**src/rtl/bomb_controller.sv**
```systemverilog
// Per-player bomb unit: arms a bomb at the player's cell on a place press, runs the
// fuse in game seconds, emits a one-cycle explosion pulse, then enforces a cooldown.
module bomb_controller #(
    parameter int TICKS_PER_SEC = 50000000,
    parameter int FUSE_SEC      = 3,
    parameter int COOLDOWN_SEC  = 2,
    parameter int POS_W         = 6
) (
    input  logic             clk,
    input  logic             resetn,
    input  logic             gameRun,
    input  logic             place,
    input  logic             stunned,
    input  logic [POS_W-1:0] playerPosX,
    input  logic [POS_W-1:0] playerPosY,
    output logic [POS_W-1:0] bombPosX,
    output logic [POS_W-1:0] bombPosY,
    output logic             bombActive,
    output logic             bombExploded,
    output logic             ready,
    output logic [3:0]       fuseSecLeft,
    output logic [1:0]       state_dbg
);

    localparam int TW = (TICKS_PER_SEC > 1) ? $clog2(TICKS_PER_SEC) : 1;
    localparam logic [TW-1:0] TICK_MAX = TW'(TICKS_PER_SEC - 1);
    localparam logic [3:0]    FUSE_M1  = 4'(FUSE_SEC - 1);
    localparam logic [3:0]    COOL_M1  = 4'((COOLDOWN_SEC > 0) ? COOLDOWN_SEC - 1 : 0);

    typedef enum logic [1:0] {
        IDLE     = 2'd0,
        ARMED    = 2'd1,
        EXPLODE  = 2'd2,
        COOLDOWN = 2'd3
    } state_t;

    state_t          state, state_nx;
    logic [TW-1:0]   tick_cnt, tick_nx;
    logic [3:0]      sec_cnt, sec_nx;
    logic [POS_W-1:0] pos_x_nx, pos_y_nx;
    logic            place_d;
    logic            place_edge;

    assign place_edge = place & ~place_d;

    always_ff @(posedge clk or negedge resetn) begin
        if (!resetn) begin
            state    <= IDLE;
            tick_cnt <= '0;
            sec_cnt  <= '0;
            bombPosX <= '0;
            bombPosY <= '0;
            place_d  <= 1'b0;
        end else begin
            state    <= state_nx;
            tick_cnt <= tick_nx;
            sec_cnt  <= sec_nx;
            bombPosX <= pos_x_nx;
            bombPosY <= pos_y_nx;
            place_d  <= place;
        end
    end

    // ARMED and COOLDOWN share the same seconds countdown; only the exit differs.
    always_comb begin
        state_nx = state;
        tick_nx  = tick_cnt;
        sec_nx   = sec_cnt;
        pos_x_nx = bombPosX;
        pos_y_nx = bombPosY;
        if (!gameRun) begin
            state_nx = IDLE;
            tick_nx  = '0;
            sec_nx   = '0;
        end else begin
            case (state)
                IDLE: begin
                    if (place_edge && !stunned) begin
                        pos_x_nx = playerPosX;
                        pos_y_nx = playerPosY;
                        tick_nx  = TICK_MAX;
                        sec_nx   = FUSE_M1;
                        state_nx = ARMED;
                    end
                end
                ARMED, COOLDOWN: begin
                    if (tick_cnt != '0) begin
                        tick_nx = tick_cnt - TW'(1);
                    end else if (sec_cnt != 4'd0) begin
                        sec_nx  = sec_cnt - 4'd1;
                        tick_nx = TICK_MAX;
                    end else begin
                        state_nx = (state == ARMED) ? EXPLODE : IDLE;
                    end
                end
                EXPLODE: begin
                    if (COOLDOWN_SEC == 0) begin
                        state_nx = IDLE;
                        tick_nx  = '0;
                        sec_nx   = '0;
                    end else begin
                        state_nx = COOLDOWN;
                        tick_nx  = TICK_MAX;
                        sec_nx   = COOL_M1;
                    end
                end
                default: begin
                    state_nx = IDLE;
                    tick_nx  = '0;
                    sec_nx   = '0;
                end
            endcase
        end
    end

    // Outputs are decoded from registered state only, never from inputs.
    assign ready        = (state == IDLE);
    assign bombActive   = (state == ARMED) || (state == EXPLODE);
    assign bombExploded = (state == EXPLODE);
    assign fuseSecLeft  = (state == ARMED) ? sec_cnt + 4'd1 : 4'd0;
    assign state_dbg    = state;

endmodule

```
**config.mk**
```make
export PLATFORM = sky130hd
export DESIGN_NAME = bomb_controller
export DESIGN_NICKNAME = d
export VERILOG_FILES = /design/src/rtl/bomb_controller.sv
export SDC_FILE = /design/constraint.sdc
export NUM_CORES = 1
export LEC_CHECK = 0
export CAP_MARGIN = 20
export CORE_MARGIN = 2
export CORE_UTILIZATION = 52
export DETAILED_ROUTE_END_ITERATION = 16
export PLACE_DENSITY_LB_ADDON = 0.08
export SYNTH_ARGS = -nofsm -noshare
export SYNTH_HDL_FRONTEND = slang
export SYNTH_SLANG_ARGS = --single-unit
```
**constraint.sdc**
```tcl
create_clock -name clk -period 3.2 [get_ports clk]
set_clock_uncertainty 0.05 [all_clocks]
set_input_delay 0.96 -clock clk [delete_from_list [all_inputs] [get_ports clk]]
set_output_delay 0.96 -clock clk [all_outputs]
set_load 0.005 [all_outputs]
```
==> key figures <==
Status
  • Status: finished clean

Clock network
  • Clock latency on the worst-skew pair: 0.31 ns
  • Clk root buf: clkbuf_8
  • Inserted Clock Buffers: 5
  • Post-CTS Resized: 0
  • CTS tree: built
  • CTS H-tree depth: 2
  • Post-CTS Hold Buffers: 0
  • Setup Buffers After CTS: 0
  • Clk buf depth: 2
  • Worst-path clk slew: 0.09 ns
  • Clk sinks: 45

Synthesis
  • Mapped Area: 2646 sq um
  • Synth cell types: 51
  • Average cell area after synthesis: 9.157 sq um
  • Top-area cell type share of the netlist area: 42.55%
  • Post-synthesis net count: 313
  • Synthesized flop and latch total: 45
  • Most common cell in the netlist: dfrtp_1
  • Post-synth top cells: dfrtp_1 (45), o21ai_0 (28), nand2_1 (25)
  • Post-synth EDFFs: 0
  • Synth warn: 0
  • Largest family of logic cells by synthesized area: simple AND/OR/NAND/NOR gates
  • Synth area leaders: dfrtp_1 (43%), o21ai_0 (5.3%), mux2_2 (5.1%), a21oi_1 (3.6%), nand2_1 (3.5%)
  • Mapped Cells: 289
  • Post-synthesis simple-gate area fraction: 23.40%
  • Complex-gate fraction of the synthesized area: 20.14%
  • Ys flop type: dfrtp_1
  • Mux cell area share after synthesis: 5.863%
  • Adder-Cell Fraction of Synth Area: 3.310%
  • Seq/Total Area, Yosys: 42.55%
  • Async SR Flop Fraction: 100.0%
  • Area leader, netlist: dfrtp_1
  • Post-Synth XOR/XNOR Area: 0.6619%

Floorplan
  • Die W: 75.34 microns
  • Die Ht: 75.34 microns
  • Die ar.: 5675 sq um
  • Initial core utilization: 54.94%
  • Core area: 4817 sq um
  • # rows: 25
  • I/O pin cnt: 38

Timing
  • RSZ-0062 raised after global routing: false
  • Max Transition Viols Final: 0
  • Fmax: 0.3565 GHz
  • Setup violations, final: 0
  • Fin crit share: 87.65%
  • Slew headroom: 45.22%
  • Final hold viol count: 0
  • Setup_tns: 0 ns
  • Min Tclk post-route: 2.805 ns
  • Measured slew at the worst slew-check pin: 0.8199 ns

Drt
  • Avg Vias per Cell: 6.079
  • Drt pass-1 iters: 5
  • Final antenna-violating net count: 0
  • Routed WL: 6432 microns
  • # DRC: 0
  • 1st-iter DRT viols: 143
  • Avg WL per Cell: 15.96 microns
  • Vias: 2,450

Power
  • Reg power frac: 35.8%
  • NetSw: 1.092 mW
  • Switching Share: 40.46%
  • Logic gate share of total power: 50.4%
  • Final Total Pwr: 2.699 mW
  • Internal power: 1.607 mW
  • P per Cell Area: 828.0 nW/um^2
  • Clock network fraction of design power: 13.8%
  • Pleak: 1.334 nW
  • VDD IR max: 0.4930 mV

Critical path
  • CP startpoint kind: input port
  • Critical-path top delay cell: or3b_2
  • Crit Path Category: in2reg
  • Reg2Reg Depth: 6
  • Crit. End Element: flop
  • Buf/Inv on CP: 2
  • Crit-path leading delay family: simple AND/OR/NAND/NOR gates
  • Reg-to-Reg End: tick_cnt[12]
  • Crit-path max FO: 22
  • Max incr delay on CP: 0.50 ns
  • Setup slack, reg-to-reg: 0.65 ns
  • Critical Path AT: 2.96 ns
  • Req. time, crit path: 3.36 ns
  • Cell Chain, Critical Path: clkdlybuf4s50_1 -> or3b_2 -> and2_1 -> a41oi_1 -> buf_12 -> o21ai_0 -> a21o_1
  • R2r startpoint: sec_cnt[0]

Layout
  • Layout Cells excl Fill: 403
  • Final core utilization: 67.66%
  • # diodes: 0
  • Share of post-route cells with drive strength above 1: 15.18%
  • Area Growth Syn to Fin: 23.17%
  • Nets@finish: 359

Flow run
  • Max-Cap Viols: 0

GRT
  • Grt ovf: 0
  • First-pass GRT wire length: 10,870 microns
  • GRT Util Overall: 25.00%
  • Initial antenna violation count: 0
  • Largest net degree at the start of global routing: 30
  • Vias in the first global route: 2,329

Placement
  • Cell Count Post-Placement: 395
  • PortBufs: 37
  • HPWL Detailed: 4755 microns
  • Routability cong.: 1.006

Worst hold path
  • Worst hold path depth: 1
  • Worst hold path type: reg2reg
  • Worst hold endpoint: bombPosY[2]
  • HP Start: bombPosY[2]
-- stage by stage --
step	cell area, sq um	hold WS, ns	setup slack [ns]
final	3259	0.4625	0.3953
after floorplan	2646	0.4301	0.6308
after CTS	3259	0.4657	0.3962
after global placement	3166	0.4370	0.1349
after detailed placement	3166	0.4440	0.06961
after global routing	3259	0.4855	0.2905
-- cells by family (layout without fill, tap and decap cells) --
family,Yosys count,count (layout)
AO/OA/AOI/OAI,83,83
XOR/XNOR,2,2
adder cells (fa/ha/maj),7,7
buffers and inverters,26,73
flip-flops,45,45
multiplexers,14,14
AND/OR/NAND/NOR,112,112
-- power by group through the flow --
stage / clock (mW) / sequential, mW / combinational (mW)
6_report: 0.373 / 0.965 / 1.36
5_1_grt: 0.406 / 1.00 / 1.51
4_1_cts: 0.380 / 0.962 / 1.36
3_5_place_dp: 0 / 0.974 / 1.35
3_3_place_gp: 0 / 0.965 / 1.33
2_1_floorplan: 0 / 0.941 / 0.800
-- cell type report --
class	count	area, sq um
multi-input combinational	218	1413
inverter	12	45.04
sequential	45	1126
tap	67	83.83
fill	421	1558
clock buffer	5	68.82
timing repair buffer	53	498.0
clock inverter	3	25.02
-- layer usage --
layer	vias to the layer above	global-route usage, %	wire length [microns]
met5	-	0	0
met4	0	8.577	97
met3	12	4.101	447
met2	97	40.10	2932
met1	1167	34.61	2954
li1	1174	-	-
-- placed cells by master, fill, tap and decap left out, types with 2 or more instances in the layout --
| cell type | n |
|---|---|
| o221a_2 | 3 |
| clkbuf_8 | 5 |
| and4_1 | 2 |
| mux2_2 | 12 |
| o311ai_0 | 4 |
| a21o_1 | 2 |
| clkdlybuf4s50_1 | 36 |
| nand4_1 | 5 |
| or3b_2 | 2 |
| o31a_1 | 2 |
| a2bb2oi_1 | 5 |
| or4_4 | 3 |
| ha_1 | 7 |
| mux2i_1 | 2 |
| nor2_1 | 20 |
| inv_6 | 2 |
| a21oi_1 | 19 |
| inv_1 | 12 |
| and3_1 | 2 |
| o21ai_0 | 28 |
| o211ai_1 | 2 |
| nor3_1 | 7 |
| or4_1 | 2 |
| nand3_1 | 16 |
| and2_1 | 6 |
| nor3b_1 | 2 |
| nand2_1 | 25 |
| o31ai_1 | 5 |
| buf_4 | 15 |
| a31oi_1 | 4 |
| nor4_1 | 9 |
| or3_1 | 2 |
| nor2b_1 | 2 |
| dfrtp_1 | 45 |
-- how the worst max path moves through the flow --
stage               cells after the start  slack, ns           to  startpoint
floorplan                               7       0.63  tick_cnt[7]     stunned
global placement                        7       0.13  tick_cnt[9]       place
detailed placement                      7       0.07  tick_cnt[9]       place
CTS                                     7       0.40  tick_cnt[9]       place
global route                            7       0.29  tick_cnt[9]       place
finish                                  7       0.40  tick_cnt[9]       place
-- flip-flops by register name (all words and copies together), names as in the netlist --
signal and flops:
tick_cnt 26, bombPosX 6, bombPosY 6, sec_cnt 4, state_dbg 2, place_d 1
Note: power is estimated with default switching activity, not from simulation.
